[config.mk]
export PLATFORM = sky130hd
export DESIGN_NAME = char_pwm_decoder_flat
export DESIGN_NICKNAME = d
export VERILOG_FILES = /design/src/rtl/char_pwm_decoder_pkg.sv /design/src/rtl/char_pwm_decoder_if.sv /design/src/rtl/char_pwm_decoder_edge_sync.sv /design/src/rtl/char_pwm_decoder.sv /design/src/flat_wrapper.sv
export SDC_FILE = /design/constraint.sdc
export NUM_CORES = 1
export LEC_CHECK = 0
export BUFFER_PORTS_ARGS = -buffer_cell sky130_fd_sc_hd__buf_2
export CORE_MARGIN = 2
export CORE_UTILIZATION = 60
export DETAILED_ROUTE_END_ITERATION = 6
export PLACE_DENSITY_LB_ADDON = 0.05
export SLEW_MARGIN = 10
export SYNTH_ARGS = -nofsm -noshare
export SYNTH_HDL_FRONTEND = slang
export SYNTH_SLANG_ARGS = --single-unit
export TNS_END_PERCENT = 20
[constraint.sdc]
create_clock -name clk -period 4.1 [get_ports clk]
set_clock_uncertainty 0.2 [all_clocks]
set_input_delay 0.41 -clock clk [delete_from_list [all_inputs] [get_ports clk]]
set_output_delay 0.41 -clock clk [all_outputs]
set_load 0.01 [all_outputs]
[src/rtl/char_pwm_decoder_pkg.sv]
// Shared PWM character encoding used by both char_pwm_gen and char_pwm_decoder.
// The character widths are defined once here so the two ends cannot drift apart.
package char_pwm_pkg;

  localparam int unsigned PERIOD_DEF = 20;

  typedef logic [1:0] pwm_char_t;

  typedef logic [1:0] dec_state_t;
  localparam dec_state_t ST_IDLE = 2'd0;
  localparam dec_state_t ST_HIGH = 2'd1;
  localparam dec_state_t ST_LOW  = 2'd2;

  // High time in cycles for character k within a frame of 'period' cycles.
  function automatic int unsigned char_width(input int unsigned k, input int unsigned period);
    return (k + 1) * period / 5;
  endfunction

endpackage

[src/rtl/char_pwm_decoder_if.sv]
// PWM line in, decoded character stream out.
// The bridge-side driver uses master; the decoder uses slave.
interface char_pwm_decoder_if;
  import char_pwm_pkg::*;

  logic      digit;
  pwm_char_t char_out;
  logic      char_valid;
  logic      locked;
  logic      frame_err;

  modport master (output digit, input char_out, char_valid, locked, frame_err);
  modport slave  (input digit, output char_out, char_valid, locked, frame_err);
endinterface

[src/rtl/char_pwm_decoder_edge_sync.sv]
// Two-flop synchronizer for the asynchronous PWM line.
// Also provides registered-history rise/fall pulses on the synchronized level.
module pwm_edge_sync (
  input  logic clk,
  input  logic rst_n,
  input  logic din_i,
  output logic rise_o,
  output logic fall_o
);

  logic meta_q;
  logic sync_q;
  logic prev_q;

  always_ff @(posedge clk or negedge rst_n) begin
    if (!rst_n) begin
      meta_q <= 1'b0;
      sync_q <= 1'b0;
      prev_q <= 1'b0;
    end else begin
      meta_q <= din_i;
      sync_q <= meta_q;
      prev_q <= sync_q;
    end
  end

  assign rise_o = sync_q & ~prev_q;
  assign fall_o = ~sync_q & prev_q;

endmodule

[src/rtl/char_pwm_decoder.sv]
// Measures high width and period of each PWM frame, classifies it into a 2-bit
// character and reports it once CONFIRM consecutive identical frames are seen.
//   state   | meaning
//   ST_IDLE | no frame in progress, waiting for a rising edge
//   ST_HIGH | inside the high part of a frame, counting width
//   ST_LOW  | inside the low part, counting period until the closing rise
module char_pwm_decoder
  import char_pwm_pkg::*;
#(
  parameter int unsigned PERIOD  = PERIOD_DEF,
  parameter int unsigned TOL     = 1,
  parameter int unsigned CONFIRM = 2
) (
  input logic              clk,
  input logic              rst_n,
  char_pwm_decoder_if.slave bus
);

  localparam int unsigned CW = $clog2(2 * PERIOD + 2);
  localparam int unsigned MW = $clog2(CONFIRM + 1);

  logic          rise, fall;
  dec_state_t    state_q, state_d;
  logic [CW-1:0] cnt_q, cnt_d;
  logic [CW-1:0] width_q, width_d;
  pwm_char_t     cand_q, cand_d;
  logic [MW-1:0] match_q, match_d;
  pwm_char_t     char_q, char_d;
  logic          valid_q, valid_d;
  logic          locked_q, locked_d;
  logic          err_q, err_d;
  logic [2:0]    verdict;
  logic          period_ok;
  logic          frame_ok;
  pwm_char_t     frame_cls;

  pwm_edge_sync u_sync (
    .clk    (clk),
    .rst_n  (rst_n),
    .din_i  (bus.digit),
    .rise_o (rise),
    .fall_o (fall)
  );

  // {exactly-one-window-hit, class}; windows never overlap while TOL < PERIOD/10
  function automatic logic [2:0] classify(input logic [CW-1:0] w);
    int unsigned wv;
    int unsigned wk;
    int unsigned hits;
    pwm_char_t   cls;
    wv   = 32'(w);
    hits = 0;
    cls  = '0;
    for (int unsigned k = 0; k < 4; k++) begin
      wk = char_width(k, PERIOD);
      if (wv + TOL >= wk && wv <= wk + TOL) begin
        hits = hits + 1;
        cls  = k[1:0];
      end
    end
    return {hits == 1, cls};
  endfunction

  assign verdict   = classify(width_q);
  assign period_ok = (32'(cnt_q) + TOL >= PERIOD) && (32'(cnt_q) <= PERIOD + TOL);
  assign frame_ok  = verdict[2] & period_ok;
  assign frame_cls = verdict[1:0];

  always_comb begin
    state_d  = state_q;
    cnt_d    = cnt_q;
    width_d  = width_q;
    cand_d   = cand_q;
    match_d  = match_q;
    char_d   = char_q;
    locked_d = locked_q;
    valid_d  = 1'b0;
    err_d    = 1'b0;
    case (state_q)
      ST_IDLE: begin
        if (rise) begin
          cnt_d   = CW'(1);
          state_d = ST_HIGH;
        end
      end
      ST_HIGH: begin
        cnt_d = cnt_q + 1'b1;
        if (fall) begin
          width_d = cnt_q;
          state_d = ST_LOW;
        end else if (32'(cnt_q) > PERIOD) begin
          err_d   = 1'b1;
          cnt_d   = '0;
          state_d = ST_IDLE;
        end
      end
      ST_LOW: begin
        cnt_d = cnt_q + 1'b1;
        if (rise) begin
          cnt_d   = CW'(1);
          state_d = ST_HIGH;
          if (!frame_ok) begin
            err_d = 1'b1;
          end else begin
            if (match_q != '0 && frame_cls == cand_q) begin
              if (32'(match_q) < CONFIRM) match_d = match_q + 1'b1;
            end else begin
              cand_d  = frame_cls;
              match_d = MW'(1);
            end
            if (32'(match_d) >= CONFIRM) begin
              char_d   = frame_cls;
              locked_d = 1'b1;
              valid_d  = 1'b1;
            end else begin
              locked_d = 1'b0;
            end
          end
        end else if (32'(cnt_q) > PERIOD + TOL) begin
          err_d   = 1'b1;
          cnt_d   = '0;
          state_d = ST_IDLE;
        end
      end
      default: begin
        cnt_d   = '0;
        state_d = ST_IDLE;
      end
    endcase
    // Any malformed or timed-out frame breaks the confirmation run.
    if (err_d) begin
      match_d  = '0;
      locked_d = 1'b0;
    end
  end

  always_ff @(posedge clk or negedge rst_n) begin
    if (!rst_n) begin
      state_q  <= ST_IDLE;
      cnt_q    <= '0;
      width_q  <= '0;
      cand_q   <= '0;
      match_q  <= '0;
      char_q   <= '0;
      valid_q  <= 1'b0;
      locked_q <= 1'b0;
      err_q    <= 1'b0;
    end else begin
      state_q  <= state_d;
      cnt_q    <= cnt_d;
      width_q  <= width_d;
      cand_q   <= cand_d;
      match_q  <= match_d;
      char_q   <= char_d;
      valid_q  <= valid_d;
      locked_q <= locked_d;
      err_q    <= err_d;
    end
  end

  assign bus.char_out   = char_q;
  assign bus.char_valid = valid_q;
  assign bus.locked     = locked_q;
  assign bus.frame_err  = err_q;

endmodule

[src/flat_wrapper.sv]
// flat-port wrapper written by rule: the top's interface ports become plain ports
module char_pwm_decoder_flat import char_pwm_pkg::*;
#(
  parameter int unsigned PERIOD  = PERIOD_DEF,
  parameter int unsigned TOL     = 1,
  parameter int unsigned CONFIRM = 2
)
  (clk, rst_n, bus_digit, bus_char_out, bus_char_valid, bus_locked, bus_frame_err);
  char_pwm_decoder_if bus_i ();
  input logic clk;
  input logic rst_n;
  input wire logic [$bits(bus_i.digit)-1:0] bus_digit;
  output wire logic [$bits(bus_i.char_out)-1:0] bus_char_out;
  output wire logic [$bits(bus_i.char_valid)-1:0] bus_char_valid;
  output wire logic [$bits(bus_i.locked)-1:0] bus_locked;
  output wire logic [$bits(bus_i.frame_err)-1:0] bus_frame_err;
  assign bus_i.digit = bus_digit;
  assign bus_char_out = bus_i.char_out;
  assign bus_char_valid = bus_i.char_valid;
  assign bus_locked = bus_i.locked;
  assign bus_frame_err = bus_i.frame_err;
  char_pwm_decoder #(.PERIOD(PERIOD), .TOL(TOL), .CONFIRM(CONFIRM)) u_core (.clk(clk), .rst_n(rst_n), .bus(bus_i));
endmodule
==> results.md <==
- Syn. warnings: 0
- WS Path Type: reg2reg
- Clk buf depth: 2
- Core Box Area: 0.002500 mm^2
- Synth Area per Inst: 9.362 um^2
- Worst-margin pin slew: 0.5778 ns
- Via-per-instance ratio: 6.033
- Synth cell types: 42
- Max Clk Rate: 0.2794 GHz
- CP delay by family, top: simple AND/OR/NAND/NOR gates
- Detailed Route Iter0 Violations: 46
- # diodes: 0
- H-tree depth: 1
- TritonCTS clock tree: done
- Routability cong.: 0.9110
- Starting Density: 63.66%
- Reg2Reg Setup Slack: 0.52 ns
- CTS root buf: clkbuf_4
- Seq cells post-synth: 26
- Layout cells sized above 1: 11.73%
- RSZ-0062 raised after global routing: no
- Crit path launch type: flip-flop
- Postcts setup bufs: 0
- CP Max Fanout: 9
- Max stage delay on crit path: 0.49 ns
- Period Utilization, post-route: 87.29%
- Min cycle time layout: 3.579 ns
- Largest net degree at the start of global routing: 27
- Synthesized area: 0.001592 mm^2
- Area growth syn-to-layout: 7.547%
- Final hold viol count: 0
- Final nets: 194
- DRT Pass-1 Iters: 4
- Detail Placement HPWL: 2202 um
- Setup_tns: 0 ns
- Via count: 1,261
- Residual DRC count: 0
- Per-cell routed wire length: 14.10 um
- First-pass GRT wire length: 5209 um
- Routed Antenna Nets: 0
- Overall Global Routing Usage: 20.62%
- CTS Buf Count: 3
- Syn Inst Count: 170
- WP buf/inv: 0
- Leakage: 0.0007917 uW
- VDD IR max: 347.4 uV
- Outcome: finished, final reports clean
- CP arrival: 3.60 ns
- Design Power: 796.2 uW
- Count of flip-flops with a built-in enable after synthesis: 0
- Sequential area share after synthesis: 40.88%
- Pwr per Cell Area: 465.2 mW/mm^2
- Total clock sinks: 26
- Worst Hold Path EP: u_core.u_sync.sync_q
- Worst Hold Launch: u_core.u_sync.meta_q
- GRT overflow: 0
- Endpoint type of the worst setup path: flip-flop
- Post-CTS Resized: 0
- Synth Net Count: 184
- Worst path cell trace: nand3b_1, nand2_1, nand3b_1, ha_1, xnor2_1, ha_1, nor4_1, o31ai_1, a211o_1, or3b_1, mux2_4
- Clk_lat worst skew: 0.32 ns
- Worst Path Required: 4.12 ns
- # IOs: 8
- IO buf count: 7
- Clock-pin slew on the worst setup and hold paths: 0.14 ns
- Initial antenna violation count: 0
- FF-to-FF End: u_core.bus.char_out[1]
- Rel. slew slack: 61.48%
- Final Util: 68.47%
- Reg2Reg Depth: 11
- Maxcap violations: 0
- Hold path cells: 0
- Die width: 55.50 um
- CP max stage cell: or3b_1
- R2r startpoint: u_core.width_q[2]
- Pins Over Slew Limit: 0
- DIE HEIGHT: 55.50 um
- Hold Path Class: reg2reg
- Ys flop type: dfrtp_1
- Die Area: 0.003080 mm^2
- Final WL: 2947 um
- Critical path depth in cells: 11
- Vias in the first global route: 1,213
- Num rows: 18
- Async S/R FF share, synth: 100.0%
- Final setup violation count: 0
-- layout make-up --
class	instances	area (um^2)
Multi-Input combinational cell	124	855.8
Fill cell	198	788.3
Sequential cell	26	650.6
Inverter	16	60.06
Timing Repair Buffer	9	55.05
Tap cell	30	37.54
Clock inverter	1	30.03
Clock buffer	3	22.52
-- logic make-up (layout without fill, tap and decap cells) --
kind of cell,Yosys count,in the layout,synth area share (%)
compound gates,41,41,16.43
xor+xnor,5,5,2.752
fa+ha+maj,11,11,8.648
buf+inv,20,29,5.346
flops,26,26,40.88
mux,8,8,5.975
simple gates,59,59,19.97
-- layout by cell type (no fill, tap or decap), drive strengths merged, types with 2 or more instances in the layout --
| master | synthesis | final |
|---|---|---|
| mux2 | 6 | 6 |
| inv | 16 | 16 |
| a311oi | 2 | 2 |
| nor4 | 2 | 2 |
| a21oi | 8 | 8 |
| nand4b | 2 | 2 |
| ha | 11 | 11 |
| nor2 | 10 | 10 |
| o31ai | 2 | 2 |
| mux2i | 2 | 2 |
| a211oi | 2 | 2 |
| o22ai | 5 | 5 |
| o21ai | 10 | 10 |
| buf | 3 | 7 |
| a31oi | 6 | 6 |
| nor3 | 2 | 2 |
| xnor2 | 3 | 3 |
| nor2b | 2 | 2 |
| and3 | 3 | 3 |
| nand3 | 9 | 9 |
| clkbuf | 1 | 3 |
| dlygate4sd3 | 0 | 2 |
| nand3b | 2 | 2 |
| nand2 | 15 | 15 |
| and2 | 2 | 2 |
| or3b | 2 | 2 |
| xor2 | 2 | 2 |
| nand2b | 4 | 4 |
| dfrtp | 26 | 26 |
-- worst max-delay path by stage --
stage	end	slack (ns)	start
2_1_floorplan	u_core.bus.char_out[0]	0.75	u_core.width_q[1]
3_3_place_gp	u_core.bus.char_out[0]	0.69	u_core.width_q[2]
3_5_place_dp	u_core.bus.char_out[1]	0.55	u_core.width_q[2]
4_1_cts	u_core.bus.char_out[0]	0.53	u_core.width_q[2]
5_1_grt	u_core.bus.char_out[0]	0.29	u_core.width_q[1]
6_report	u_core.bus.char_out[1]	0.52	u_core.width_q[2]
-- repair_timing --
item / 4_1_cts / 5_1_grt
setup endpoints to repair: 0 / 0
hold buffers: 2 / 0
hold endpoints to repair: 27 / 0
-- power breakdown --
part | switching, uW | total, uW | internal (uW) | leakage (uW)
clock network | 74.8 | 174 | 98.9 | 0.0000279
registers | 50.4 | 337 | 286 | 0.000350
logic | 163 | 286 | 122 | 0.000414
total | 289 | 796 | 508 | 0.000792
-- registers in the layout, summed over array words and instances, names as in the netlist --
register,count
u_core.bus.char_out,2
u_core.bus.char_valid,1
u_core.bus.frame_err,1
u_core.bus.locked,1
u_core.cand_q,2
u_core.cnt_q,6
u_core.match_q,2
u_core.state_q,2
u_core.u_sync.meta_q,1
u_core.u_sync.prev_q,1
u_core.u_sync.sync_q,1
u_core.width_q,6
-- cells in the mapped netlist, drive strengths merged (2+ instances only) --
| cell type | instances | share of area [%] |
|---|---|---|
| nand3 | 9 | 2.8 |
| mux2i | 2 | 1.3 |
| mux2 | 6 | 4.7 |
| a311oi | 2 | 1.1 |
| xnor2 | 3 | 1.7 |
| ha | 11 | 8.6 |
| and3 | 3 | 1.2 |
| o22ai | 5 | 2.0 |
| a211oi | 2 | 0.94 |
| buf | 3 | 1.3 |
| nor4 | 2 | 0.79 |
| nand3b | 2 | 0.94 |
| or3b | 2 | 1.1 |
| xor2 | 2 | 1.1 |
| inv | 16 | 3.8 |
| dfrtp | 26 | 41 |
| o31ai | 2 | 0.94 |
| nand2 | 15 | 3.5 |
| a21oi | 8 | 2.5 |
| nor2b | 2 | 0.79 |
| nand4b | 2 | 1.1 |
| and2 | 2 | 0.79 |
| nor2 | 10 | 2.4 |
| o21ai | 10 | 3.1 |
| a31oi | 6 | 2.4 |
| nor3 | 2 | 0.63 |
| nand2b | 4 | 1.6 |
-- layer usage --
layer / track usage (%) / wire length (um) / vias to the layer above
met5: 0 / 0 / -
li1: - / - / 626
met2: 35.54 / 1421 / 25
met3: 2.342 / 85 / 5
met4: 5.923 / 36 / 0
met1: 27.33 / 1404 / 605
-- metrics by stage --
stage | cell area [um^2] | setup WS (ns) | hold slack, ns | instances
floorplan | 1592 | 0.7500 | -0.08559 | 170
global placement | 1639 | 0.6876 | 0.1428 | 203
detailed placement | 1639 | 0.5480 | 0.1492 | 203
CTS | 1712 | 0.5306 | 0.1823 | 209
global route | 1712 | 0.2927 | 0.1855 | 209
finish | 1712 | 0.5213 | 0.1747 | 209
(Power assumes the default switching activity.)
